File: config.mk
export PLATFORM = sky130hd
export DESIGN_NAME = mul_issue
export DESIGN_NICKNAME = d
export VERILOG_FILES = /design/src/rtl/mul_issue.sv
export SDC_FILE = /design/constraint.sdc
export NUM_CORES = 1
export LEC_CHECK = 0
export BUFFER_PORTS_ARGS = -buffer_cell sky130_fd_sc_hd__buf_2
export CAP_MARGIN = 40
export CORE_AREA = 10 10 173 175
export DETAILED_ROUTE_END_ITERATION = 10
export DIE_AREA = 0 0 183 185
export HOLD_SLACK_MARGIN = 0.03
export PLACE_DENSITY_LB_ADDON = 0.08
export SYNTH_ARGS = -nofsm -noshare
export SYNTH_HDL_FRONTEND = slang
export SYNTH_SLANG_ARGS = --single-unit
File: constraint.sdc
create_clock -name clock -period 4.7 [get_ports clock]
set_input_delay 0.235 -clock clock [delete_from_list [all_inputs] [get_ports clock]]
set_output_delay 0.235 -clock clock [all_outputs]
set_load 0.05 [all_outputs]
File: src/rtl/mul_issue.sv
// mul_issue: execute-stage initiator for the shared radix-4 Booth multiplier.
//
// Takes an RV64M multiply op (MUL/MULH/MULHSU/MULHU/MULW) from EX and turns it
// into a single multiplier request. It then waits for the result strobe,
// selects and sign-extends the rd value, and holds it until the next stage
// accepts it. EX is stalled for the whole operation. A flush while the
// multiplier is busy sends a cancel pulse and then drains until the multiplier
// reports idle again.
//
// Ports
//   clock, reset          clock; synchronous active-high reset
//   ex_valid/op/word      op from EX (ex_op = funct3, 1xx ignored; ex_word = MULW)
//   ex_src1, ex_src2      rs1 / rs2 operands
//   ex_flush              kill the current op
//   ex_out_ready          next stage takes ex_result this cycle
//   ex_stall              freeze EX (combinational)
//   ex_result_valid       ex_result holds a finished rd value
//   ex_result             rd value
//   mul_in_valid          one-cycle request pulse to the multiplier
//   mul_flush             one-cycle cancel pulse to the multiplier
//   mul_mulw, mul_signed  request mode (mul_signed[1] = multiplicand signed,
//                         mul_signed[0] = multiplier signed)
//   mul_multiplicand/_multiplier  request operands
//   mul_out_ready         multiplier idle
//   mul_out_valid         one-cycle result strobe with mul_result_hi/lo
//   debug_state           current FSM state (0 IDLE, 1 REQ, 2 WAIT, 3 DONE, 4 DRAIN)
//
// Handshakes: a request is transferred on an edge where mul_in_valid and
// mul_out_ready are both high. A result is transferred on an edge where
// ex_result_valid and ex_out_ready are both high. mul_out_valid is a strobe
// with no back-pressure.

module mul_issue (
  input  logic        clock,
  input  logic        reset,
  input  logic        ex_valid,
  input  logic [2:0]  ex_op,
  input  logic        ex_word,
  input  logic [63:0] ex_src1,
  input  logic [63:0] ex_src2,
  input  logic        ex_flush,
  input  logic        ex_out_ready,
  output logic        ex_stall,
  output logic        ex_result_valid,
  output logic [63:0] ex_result,
  output logic        mul_in_valid,
  output logic        mul_flush,
  output logic        mul_mulw,
  output logic [1:0]  mul_signed,
  output logic [63:0] mul_multiplicand,
  output logic [63:0] mul_multiplier,
  input  logic        mul_out_ready,
  input  logic        mul_out_valid,
  input  logic [63:0] mul_result_hi,
  input  logic [63:0] mul_result_lo,
  output logic [2:0]  debug_state
);

  typedef enum logic [2:0] {
    S_IDLE  = 3'd0,
    S_REQ   = 3'd1,
    S_WAIT  = 3'd2,
    S_DONE  = 3'd3,
    S_DRAIN = 3'd4
  } state_t;

  state_t      state;
  logic [1:0]  op_q;
  logic        is_mul_op;
  logic        accept;
  logic [1:0]  sign_sel;
  logic [63:0] opa_sel;
  logic [63:0] opb_sel;
  logic [63:0] result_sel;

  assign is_mul_op = ex_valid & ~ex_op[2] & ~ex_flush;
  assign accept    = is_mul_op & mul_out_ready;

  // The stall drops in the DONE cycle the result is taken, so EX advances
  // on the same edge that retires the op.
  assign ex_stall = ~reset & is_mul_op &
                    ~((state == S_DONE) & ex_out_ready);

  assign debug_state = state;

  // Request encoding for the op currently offered by EX.
  always_comb begin
    sign_sel = 2'b11;
    opa_sel  = ex_src1;
    opb_sel  = ex_src2;
    if (ex_word) begin
      opa_sel = {{32{ex_src1[31]}}, ex_src1[31:0]};
      opb_sel = {{32{ex_src2[31]}}, ex_src2[31:0]};
    end else begin
      case (ex_op[1:0])
        2'b10:   sign_sel = 2'b10;
        2'b11:   sign_sel = 2'b00;
        default: sign_sel = 2'b11;
      endcase
    end
  end

  // rd selection from the 128-bit product, using the latched op.
  always_comb begin
    result_sel = mul_result_hi;
    if (mul_mulw)
      result_sel = {{32{mul_result_lo[31]}}, mul_result_lo[31:0]};
    else if (op_q == 2'b00)
      result_sel = mul_result_lo;
  end

  always_ff @(posedge clock) begin
    if (reset) begin
      state            <= S_IDLE;
      op_q             <= 2'b00;
      mul_in_valid     <= 1'b0;
      mul_flush        <= 1'b0;
      mul_mulw         <= 1'b0;
      mul_signed       <= 2'b00;
      mul_multiplicand <= 64'd0;
      mul_multiplier   <= 64'd0;
      ex_result_valid  <= 1'b0;
      ex_result        <= 64'd0;
    end else begin
      mul_flush <= 1'b0;
      case (state)
        S_IDLE: begin
          if (accept) begin
            op_q             <= ex_op[1:0];
            mul_mulw         <= ex_word;
            mul_signed       <= sign_sel;
            mul_multiplicand <= opa_sel;
            mul_multiplier   <= opb_sel;
            mul_in_valid     <= 1'b1;
            state            <= S_REQ;
          end
        end
        S_REQ: begin
          if (ex_flush) begin
            mul_in_valid <= 1'b0;
            mul_flush    <= 1'b1;
            state        <= S_DRAIN;
          end else if (mul_out_ready) begin
            mul_in_valid <= 1'b0;
            state        <= S_WAIT;
          end
        end
        S_WAIT: begin
          if (ex_flush) begin
            // A result arriving with the flush means the multiplier is
            // already idle: nothing to cancel or drain.
            if (mul_out_valid) begin
              state <= S_IDLE;
            end else begin
              mul_flush <= 1'b1;
              state     <= S_DRAIN;
            end
          end else if (mul_out_valid) begin
            ex_result       <= result_sel;
            ex_result_valid <= 1'b1;
            state           <= S_DONE;
          end
        end
        S_DONE: begin
          if (ex_flush || ex_out_ready) begin
            ex_result_valid <= 1'b0;
            state           <= S_IDLE;
          end
        end
        S_DRAIN: begin
          // Any stale result strobe seen here is ignored.
          if (mul_out_ready)
            state <= S_IDLE;
        end
        default: begin
          mul_in_valid    <= 1'b0;
          ex_result_valid <= 1'b0;
          state           <= S_IDLE;
        end
      endcase
    end
  end

endmodule

# Word level (Yosys, flattened, before mapping)
# Index checks and enable logic that the tools add are counted.
[totals]
ff_bits = 203
latch_bits = 0
ram_bits = 0
mem_bits_ro = 0
input_bits = 267
output_inout_bits = 202
word_cells = 72
mem_count = 0
[op_classes]
n_addsub = 0
n_mul = 0
n_div = 0
magnitude_cmp = 0
eq_ne = 13
shift = 0
n_mux = 27
bitwise_logic = 12
reduce_logical = 10
[op_table]
columns = ["cell", "count"]
rows = [
  ["$mux W64", 4],
  ["$mux W3", 8],
  ["$pmux W3 S5", 1],
  ["$mux W1", 9],
  ["$ne A2 B2 Y1 const B", 4],
  ["$and A1 B1 Y1", 6],
  ["$eq A3 B2 Y1 const B", 2],
  ["$ne A3 B3 Y1 const B", 2],
  ["$not A1 Y1", 6],
  ["$pmux W1 S3", 2],
  ["$reduce_and A3 Y1", 2],
  ["$reduce_or A3 Y1", 2],
  ["$reduce_and A5 Y1", 1],
  ["$eq A2 B2 Y1 const B", 2],
  ["$pmux W2 S2", 1],
  ["$reduce_and A4 Y1", 1],
  ["$eq A3 B1 Y1 const B", 1],
  ["$eq A3 B3 Y1 const B", 1],
  ["$logic_not A3 Y1", 1],
  ["$logic_not A2 Y1", 1],
  ["$mux W2", 1],
  ["$ne A2 B1 Y1 const B", 1],
  ["$pmux W1 S2", 1],
  ["$reduce_and A2 Y1", 1],
  ["$logic_or A1 B1 Y1", 1],
]

# Depth between registers and ports, before layout
# Gate-level depths: netlist of the first run.
[depth]
ltp_word = 6
mapped_depth = 7
ltp_nobuf = 4

# Worst setup path before layout of the first run
# OpenSTA, ideal clock, no wires.
[synth_timing]
kind = "register -> output"
from = "register state[2] (netlist: debug_state[2])"
to = "output ex_stall"
arrival_time_ps = 1996
t_required_ps = 4465
setup_slack_ps = 2469
path_stages_with_launch = 4
path_buffers = 1
path_cell_list = "dfxtp_1 -> buf_2 -> nor2_1 -> nor3_1"
[synth_via]
elab_chain_cells = 4
[synth_lines]
columns = ["item", "line_no", "text"]
rows = [
  ["start, declared", "67", "state_t state;"],
  ["start signal, assigned", "114", "state <= S_IDLE;"],
  ["start signal, assigned", "135", "state <= S_REQ;"],
  ["start signal, assigned", "142", "state <= S_DRAIN;"],
  ["$eq A3 B2 Y1", "82", "~((state == S_DONE) & ex_out_ready);"],
  ["$and A1 B1 Y1", "82", ""],
  ["$not A1 Y1", "82", ""],
  ["$and A1 B1 Y1", "81", "assign ex_stall = ~reset & is_mul_op &"],
  ["end, declared", "43", "output logic ex_stall,"],
]
# Every way passes these cells.

# Worst setup path after layout of the first run
[layout_timing]
from = "input ex_flush"
to = "register mul_multiplicand[51]"
[layout_via]
elab_chain_cells = 4
[layout_lines]
columns = ["item", "line_no", "text"]
rows = [
  ["start, declared", "41", "input logic ex_flush,"],
  ["$not A1 Y1 (no source line)", "--", ""],
  ["$and A1 B1 Y1", "76", "assign is_mul_op = ex_valid & ~ex_op[2] & ~ex_flush;"],
  ["$and A1 B1 Y1", "77", "assign accept = is_mul_op & mul_out_ready;"],
  ["$reduce_and A2 Y1 (no source line)", "--", ""],
  ["end signal, assigned", "132", "mul_multiplicand <= opa_sel;"],
  ["end, declared", "50", "output logic [63:0] mul_multiplicand,"],
]
# Every way passes these cells.
# A chain may end at the register's enable or synchronous reset.

==> impl_results.md, run 1 <==
- FILL cells: 2640
- Largest family of logic cells by synthesized area: compound AO/OA/AOI/OAI gates
- First-pass iteration count of the detailed router: 5
- WL per Instance: 18.6 um
- DR vias/cell: 4.75
- CP max FO: 200
- DRC viols: 0
- Cts bufs inserted: 25
- Worst skew pair latency: 0.51 ns
- Max-cap violations: 0
- Clock Pin Slew Worst Setup and Hold Paths: 0.06 ns
- Seq/Total Area, Yosys: 0.493
- Total congestion overflow: 0
- Slew HR: 0.367
- Post-Synth Adder-Cell Area: 0
- Largest net degree at the start of global routing: 201
- Static leakage: 0.00593 uW
- WP depth: 7
- Layer with the highest usage: met2
- DRT Wirelength: 35900 um
- PortBufs: 468
- Netlist cell types: 29
- Crit path max-delay family: buffers and inverters
- Power, Total: 4260 uW
- Worst Hold Class: in2reg
- Hold Path Cell Cnt: 3
- Worst Max-Slew Pin Slew: 0.950 ns
- Chip width: 183 um
- Worst setup path class: in2reg
- CTS H-tree depth: 1
- Crit-path cells: dlygate4sd3_1, buf_2, or3b_1, nor4_2, buf_12, nor2_1, a311oi_1
- Count of final setup violators: 0
- Mapped Area: 8250 sq um
- Critical path startpoint category: input pin
- Outcome: finished, final reports clean
- Setup TNS: 0 ns
- GRT met3 Usage: 0.0799
- CP Capture Type: flop
- Ys async rst share: 0
- Largest stage delay, worst path: 0.55 ns
- Global-route wire length before repair: 54600 um
- Share of cells above drive strength 1: 0.353
- Root buf cell: clkbuf_16
- Vias: 9202
- Post-synthesis xor/xnor area fraction: 0
- RSZ-0062 raised after global routing: false
- Worst-case clock buffer depth: 3
- Antenna-violating nets left: 0
- Final hold viol count: 0
- Post-DP HPWL: 24600 um
- GR Layer Usage met1: 0.233
- Vert. Die Dim: 185 um
- Slowest-stage cell, CP: dlygate4sd3_1
- Post-synthesis compound-gate area fraction: 0.205
- Final worst-path cycle share: 0.564
- Slew Viols, Final: 0
- Simple-gate area share of the yosys netlist: 0.204
- Fin nets: 1844
- Fmax: 377 MHz
- Area delta synth->final: 61.0%
- Multiplexer share of the synthesized area: 0.0450
- #FFs+latches synth: 203
- Row count: 60
- EDFF count, synth: 0
- Reg2Reg Depth: 5
- Syn_area_per_cell: 8.29 sq um
- Vias in the first global route: 9462
- Net Count, Synth: 1262
- CP Buf/Inv Count: 3
- Critical Path RT: 5.08 ns
- Most used DFF post-synth: dfxtp_1
- Initial core utilization: 0.310
- Clk sink count: 203
- GR Util met2: 0.327
- Synth Instances: 995
- Antenna violations before repair: 4
- Core Area: 26600 sq um
- Layout Skew: 0.00623 ns
- Tmin final: 2.65 ns
- Maximum ir drop on the vdd rail: 0.207 mV
- Final core area utilization: 0.500
- CTS tree: done
- DRT iter0 DRCs: 458
- GPL Wtd Cong: 0.802
- Synth warn: 0
- Total track usage: 0.201
- Die Footprint: 33900 sq um
- Critical Path AT: 3.03 ns
- # IOs: 469
- PwrDens: 321 nW/um^2
-- synthesized netlist by cell type (2+ instances only) --
cell type | number | area, sq um
dfxtp_1 | 203 | 4060
nand2_1 | 202 | 758
a21oi_1 | 133 | 666
nor2_1 | 105 | 394
clkbuf_1 | 66 | 248
a311oi_1 | 65 | 569
nand2b_1 | 65 | 407
o21ai_0 | 34 | 170
a211oi_1 | 33 | 248
mux2_2 | 33 | 372
buf_2 | 19 | 95.1
buf_4 | 7 | 52.6
a31oi_1 | 3 | 18.8
buf_6 | 3 | 33.8
inv_1 | 3 | 11.3
nor3_1 | 3 | 15.0
or2_2 | 3 | 18.8
nor2b_1 | 2 | 12.5
nor4_1 | 2 | 12.5
nor4b_1 | 2 | 17.5
-- registers in the layout (all words and copies together), names as in the netlist, 2 cells and up --
name and count:
debug_state 3, ex_result 64, mul_multiplicand 64, mul_multiplier 64
mul_signed 2, op_q 2
-- path summary, 6_finish.rpt --
| path | startpoint | endpoint | slack (ns) |
|---|---|---|---|
| worst max-delay path | ex_flush | mul_multiplicand[51]$_SDFFE_PP0P_ | 2.05 |
| worst min-delay path | mul_result_hi[12] | ex_result[12]$_SDFFE_PP0P_ | 0.05 |
| worst max register to register | debug_state[0]$_SDFFE_PP0P_ | ex_result[14]$_SDFFE_PP0P_ | 2.25 |
| worst min register to register | mul_multiplicand[16]$_SDFFE_PP0P_ | mul_multiplicand[16]$_SDFFE_PP0P_ | 0.45 |
-- cell usage in the layout (no fill, tap or decap), drive strengths merged --
master	synthesis	final
bufinv	0	2
nor4b	2	2
clkinv	0	5
o21ai	34	34
or4	1	1
dlygate4sd3	0	170
nor4	2	2
o22ai	1	1
nand4	1	1
a211oi	33	33
a21oi	133	133
nand2b	65	65
nand2	202	202
nand3b	1	1
mux2	33	33
dfxtp	203	203
a31oi	3	3
or3b	2	2
clkbuf	66	35
a311oi	65	65
buf	29	480
o21ba	1	1
nor3	3	3
nand3	1	1
nor2b	2	2
or2	3	3
o211ai	1	1
diode	0	3
nor2	105	105
inv	3	3
-- logic make-up after synthesis --
| group | count (synthesis) |
|---|---|
| buf+inv | 98 |
| mux | 33 |
| compound gates | 271 |
| flops | 203 |
| simple gates | 390 |
-- worst min-delay path: cells and delay by family --
family                 cells  cell delay [ns]
buffers and inverters      1             0.10
AO/OA/AOI/OAI              2             0.18
-- cell type report --
class                           count  area [sq um]  share of cell area
Antenna cell                        3          7.51            0.000565
Clock buffer                       35           723              0.0545
Clock inverter                      7          85.1             0.00641
Inverter                            3          11.3            0.000848
Multi-Input combinational cell    694          3770               0.284
Sequential cell                   203          4060               0.306
Tap cell                          341           427              0.0321
Timing Repair Buffer              650          4190               0.316
-- metal layers --
layer / part of all wire / wire length (um) / up-vias
met5: 0.00036 / 13 / -
met1: 0.39 / 14200 / 4201
li1: - / - / 4583
met2: 0.47 / 17000 / 351
met3: 0.099 / 3580 / 65
met4: 0.033 / 1180 / 2
-- report_power, final --
| part | internal (uW) | total, uW | switching, uW |
|---|---|---|---|
| registers | 1750 | 1770 | 17.1 |
| clock network | 1170 | 1910 | 742 |
| logic | 260 | 581 | 321 |
| total | 3180 | 4260 | 1080 |
-- what timing repair did --
item | in CTS | in global routing
hold buffers | 170 | 0
buffers inserted | 0 | 0
endpoints found under the setup margin | 0 | 0
gates resized for setup | 0 | 0
hold endpoints to repair | 164 | 0
-- through the flow --
step	hold WS (ns)	worst slack, ns	std cells	instance area [sq um]
6_report	0.0536	2.05	1936	13300
5_1_grt	0.0510	1.96	1935	13300
4_1_cts	0.0304	2.26	1933	13300
3_5_place_dp	0.443	2.36	1721	10800
3_3_place_gp	0.439	2.42	1718	10700
2_1_floorplan	0.344	2.47	995	8250
(Power assumes the default switching activity.)
==> run 2, diff against run 1 <==
- ABC_AREA: unset -> 1
- CORE_AREA: 10 10 173 175 -> 10 10 174 176
- DIE_AREA: 0 0 183 185 -> 0 0 184 186
- clock period: 4.7 -> 2.4 ns (I/O delays scaled with it)
==> impl_results.md, run 2 <==
- Outcome: finished, final reports clean (unchanged)
- First-pass iteration count of the detailed router: 4 (was 5)
- Clock Pin Slew Worst Setup and Hold Paths: 0.06 ns (about the same)
- Seq/Total Area, Yosys: 0.485 (was 0.493)
- Core Area: 26700 sq um (was 26600 sq um)
- Net Sw Power: 3520 uW (was 1080 uW)
- Netlist cell types: 22 (was 29)
- Vias: 10024 (was 9202)
- Largest net degree at the start of global routing: 105 (was 201)
- Commonest non-fill, non-tap cell in the layout: buf_2 (unchanged)
- Worst setup path class: reg2reg (was in2reg)
- Setup TNS: 0 ns (unchanged)
- Net Count, Synth: 1371 (was 1262)
- #FFs+latches synth: 203 (unchanged)
- Top cells by count, synth: nor2_1, dfxtp_1, a21oi_1 (was dfxtp_1, nand2_1, a21oi_1)
- Count of final setup violators: 0 (unchanged)
- Layout Skew: 0.0116 ns (was 0.00623 ns)
- Most used DFF post-synth: dfxtp_1 (unchanged)
- Critical Path RT: 2.80 ns (was 5.08 ns)
- Synth top area cells: dfxtp_1, a21oi_1, nor2_1 (was dfxtp_1, nand2_1, a21oi_1)
- PwrDens: 745 nW/um^2 (was 321 nW/um^2)
- Clk sink count: 203 (unchanged)
- Sw frac: 0.335 (was 0.253)
- Mapped Area: 8380 sq um (was 8250 sq um)
- Final hold viol count: 0 (unchanged)
- Tmin final: 2.22 ns
- PortBufs: 468 (unchanged)
- Root buf cell: clkbuf_16 (unchanged)
- Fin nets: 2025 (was 1844)
- Global-route wire length before repair: 57800 um (was 54600 um)
- CTS H-tree depth: 1 (unchanged)
- Chip width: 184 um (was 183 um)
- Vert. Die Dim: 186 um (was 185 um)
- Synth Instances: 1104 (was 995)
- Total track usage: 0.210 (was 0.201)
- Total congestion overflow: 0 (unchanged)
- Worst Hold Class: in2reg (unchanged)
- Cts bufs inserted: 25 (unchanged)
- Antenna violations before repair: 5 (was 4)
- DRT iter0 DRCs: 588 (was 458)
- Static leakage: 0.00685 uW (was 0.00593 uW)
- Die Footprint: 34200 sq um (was 33900 sq um)
- Initial core utilization: 0.314 (was 0.310)
- Synth warn: 0 (unchanged)
- Ys async rst share: 0 (unchanged)
- DR vias/cell: 4.73 (was 4.75)
- WL per Instance: 18.0 um (was 18.6 um)
- Post-DP HPWL: 26100 um (was 24600 um)
- Final worst-path cycle share: 0.927
- DRC viols: 0 (unchanged)
- # Post-CTS Setup Buffers: 0 (unchanged)
- Antenna-violating nets left: 0 (unchanged)
- # IOs: 469 (unchanged)
- Worst skew pair latency: 0.51 ns (about the same)
- DRT Wirelength: 38100 um (was 35900 um)
- Vias in the first global route: 10331 (was 9462)
- Row count: 60 (unchanged)
- Synth top area share: 0.485 (was 0.493)
- Fmax: 450 MHz
- Maximum ir drop on the vdd rail: 0.491 mV (was 0.207 mV)
- Area delta synth->final: 67.9% (was 61.0%)
- Max-cap violations: 0 (unchanged)
- Most common cell in the netlist: nor2_1 (was dfxtp_1)
- Synth area leader: dfxtp_1 (unchanged)
- Clock power frac: 0.364 (was 0.448)
- Worst-case clock buffer depth: 3 (unchanged)
- Internal: 6970 uW (was 3180 uW)
- CTS tree: done (unchanged)
- Slew HR: 0.564 (was 0.367)
- Syn_area_per_cell: 7.59 sq um (was 8.29 sq um)
- CP max FO: 93 (was 200)
- GPL Wtd Cong: 0.853 (was 0.802)
- Largest registers: ex_result: 64 flops, mul_multiplicand: 64 flops, mul_multiplier: 64 flops (unchanged)
- EDFF count, synth: 0 (unchanged)
- RSZ-0062 raised after global routing: false (unchanged)
- Critical path startpoint category: flop (was input pin)
- Gate power share: 0.275 (was 0.136)
- Critical Path AT: 2.63 ns (was 3.03 ns)
- Pre-CTS WS: 0.681 ns (was 2.36 ns)
- Share of cells above drive strength 1: 0.335 (was 0.353)
- Slew Viols, Final: 0 (unchanged)
- Setup slack after layout: 0.176 ns (was 2.05 ns)
- Most frequent cells in the layout: buf_2, dlygate4sd3_1, nor2_1 (was buf_2, dfxtp_1, nand2_1)
- CP Capture Type: flop (unchanged)
- Sequential share of power: 0.361 (was 0.416)
- Worst Max-Slew Pin Slew: 0.654 ns (was 0.950 ns)
-- run 2: cell types whose count changed in the layout (fill, tap and decap cells not counted), moves of 64 or more --
cell           before  now
a311oi_1           65    0
dlygate4sd3_1     170  234
nand2_1           202   61
nand2b_1           65    0
a21oi_1           133  201
o21ai_1             0  100
nor2_1            102  216
-- run 2: kinds of logic after synthesis --
| group | synth area share |
|---|---|
| and+or+nand+nor | 0.177 |
| DFF | 0.485 |
| buffers and inverters | 0.0687 |
| AOI/OAI and AO/OA | 0.270 |
-- run 2: per-stage QoR --
step                total power, uW   util  hold slack [ns]  instances  instance area, sq um
detailed placement             6370  0.407            0.347       1838                 10900
global route                  11000  0.526           0.0567       2119                 14100
floorplan                      5610      -            0.255       1104                  8380
CTS                           10600  0.526           0.0307       2116                 14100
finish                        10500  0.526           0.0302       2120                 14100
global placement               6360  0.407            0.341       1838                 10900
-- run 2: layout make-up --
cell class / count / area [sq um]
multi-input combinational: 782 / 3740
timing repair buffer: 724 / 4900
tap: 341 / 427
sequential: 203 / 4060
clock buffer: 40 / 762
fill: 2572 / 12700
antenna: 4 / 10.0
inverter: 22 / 85.1
clock inverter: 4 / 72.6
-- run 2: power by group through the flow --
stage               clock network (uW)  registers [uW]  logic (uW)
floorplan                            0            4690         911
global placement                     0            3840        2520
detailed placement                   0            3840        2520
CTS                               3930            3780        2900
global route                      4090            3810        3120
finish                            3820            3780        2890
-- run 2: final timing paths --
check | from | end | slack [ns] | depth (start not counted)
min reg2reg | op_q[1]$_SDFFE_PP0P_ | op_q[1]$_SDFFE_PP0P_ | 0.47 | 2
min | ex_word | mul_mulw$_SDFFE_PP0P_ | 0.03 | 3
max reg2reg | debug_state[0]$_SDFFE_PP0P_ | mul_signed[1]$_SDFFE_PP0P_ | 0.18 | 8
max | debug_state[0]$_SDFFE_PP0P_ | mul_signed[1]$_SDFFE_PP0P_ | 0.18 | 8
-- run 2: worst max-delay path, stage by stage (launching register included) --
cell and delay, ns:
dfxtp_1 0.44, nor2_4 0.18, nand2_2 0.08, nor2_4 0.20
buf_12 0.36, nand3_1 0.15, nor2_1 0.10, dlygate4sd3_1 0.55
nor2_1 0.04
-- run 2: timing repair --
item	in CTS	in global routing
resized for setup	0	1
endpoints found under the hold margin	197	0
hold buffers	234	0
setup endpoints to repair	0	2
-- run 2: layer usage --
| layer | vias to the layer above | GRT usage | wire length [um] |
|---|---|---|---|
| li1 | 5038 | - | - |
| met5 | - | 0 | 12 |
| met4 | 2 | 0.0796 | 1240 |
| met3 | 66 | 0.0729 | 3550 |
| met2 | 388 | 0.361 | 18400 |
| met1 | 4530 | 0.234 | 14900 |
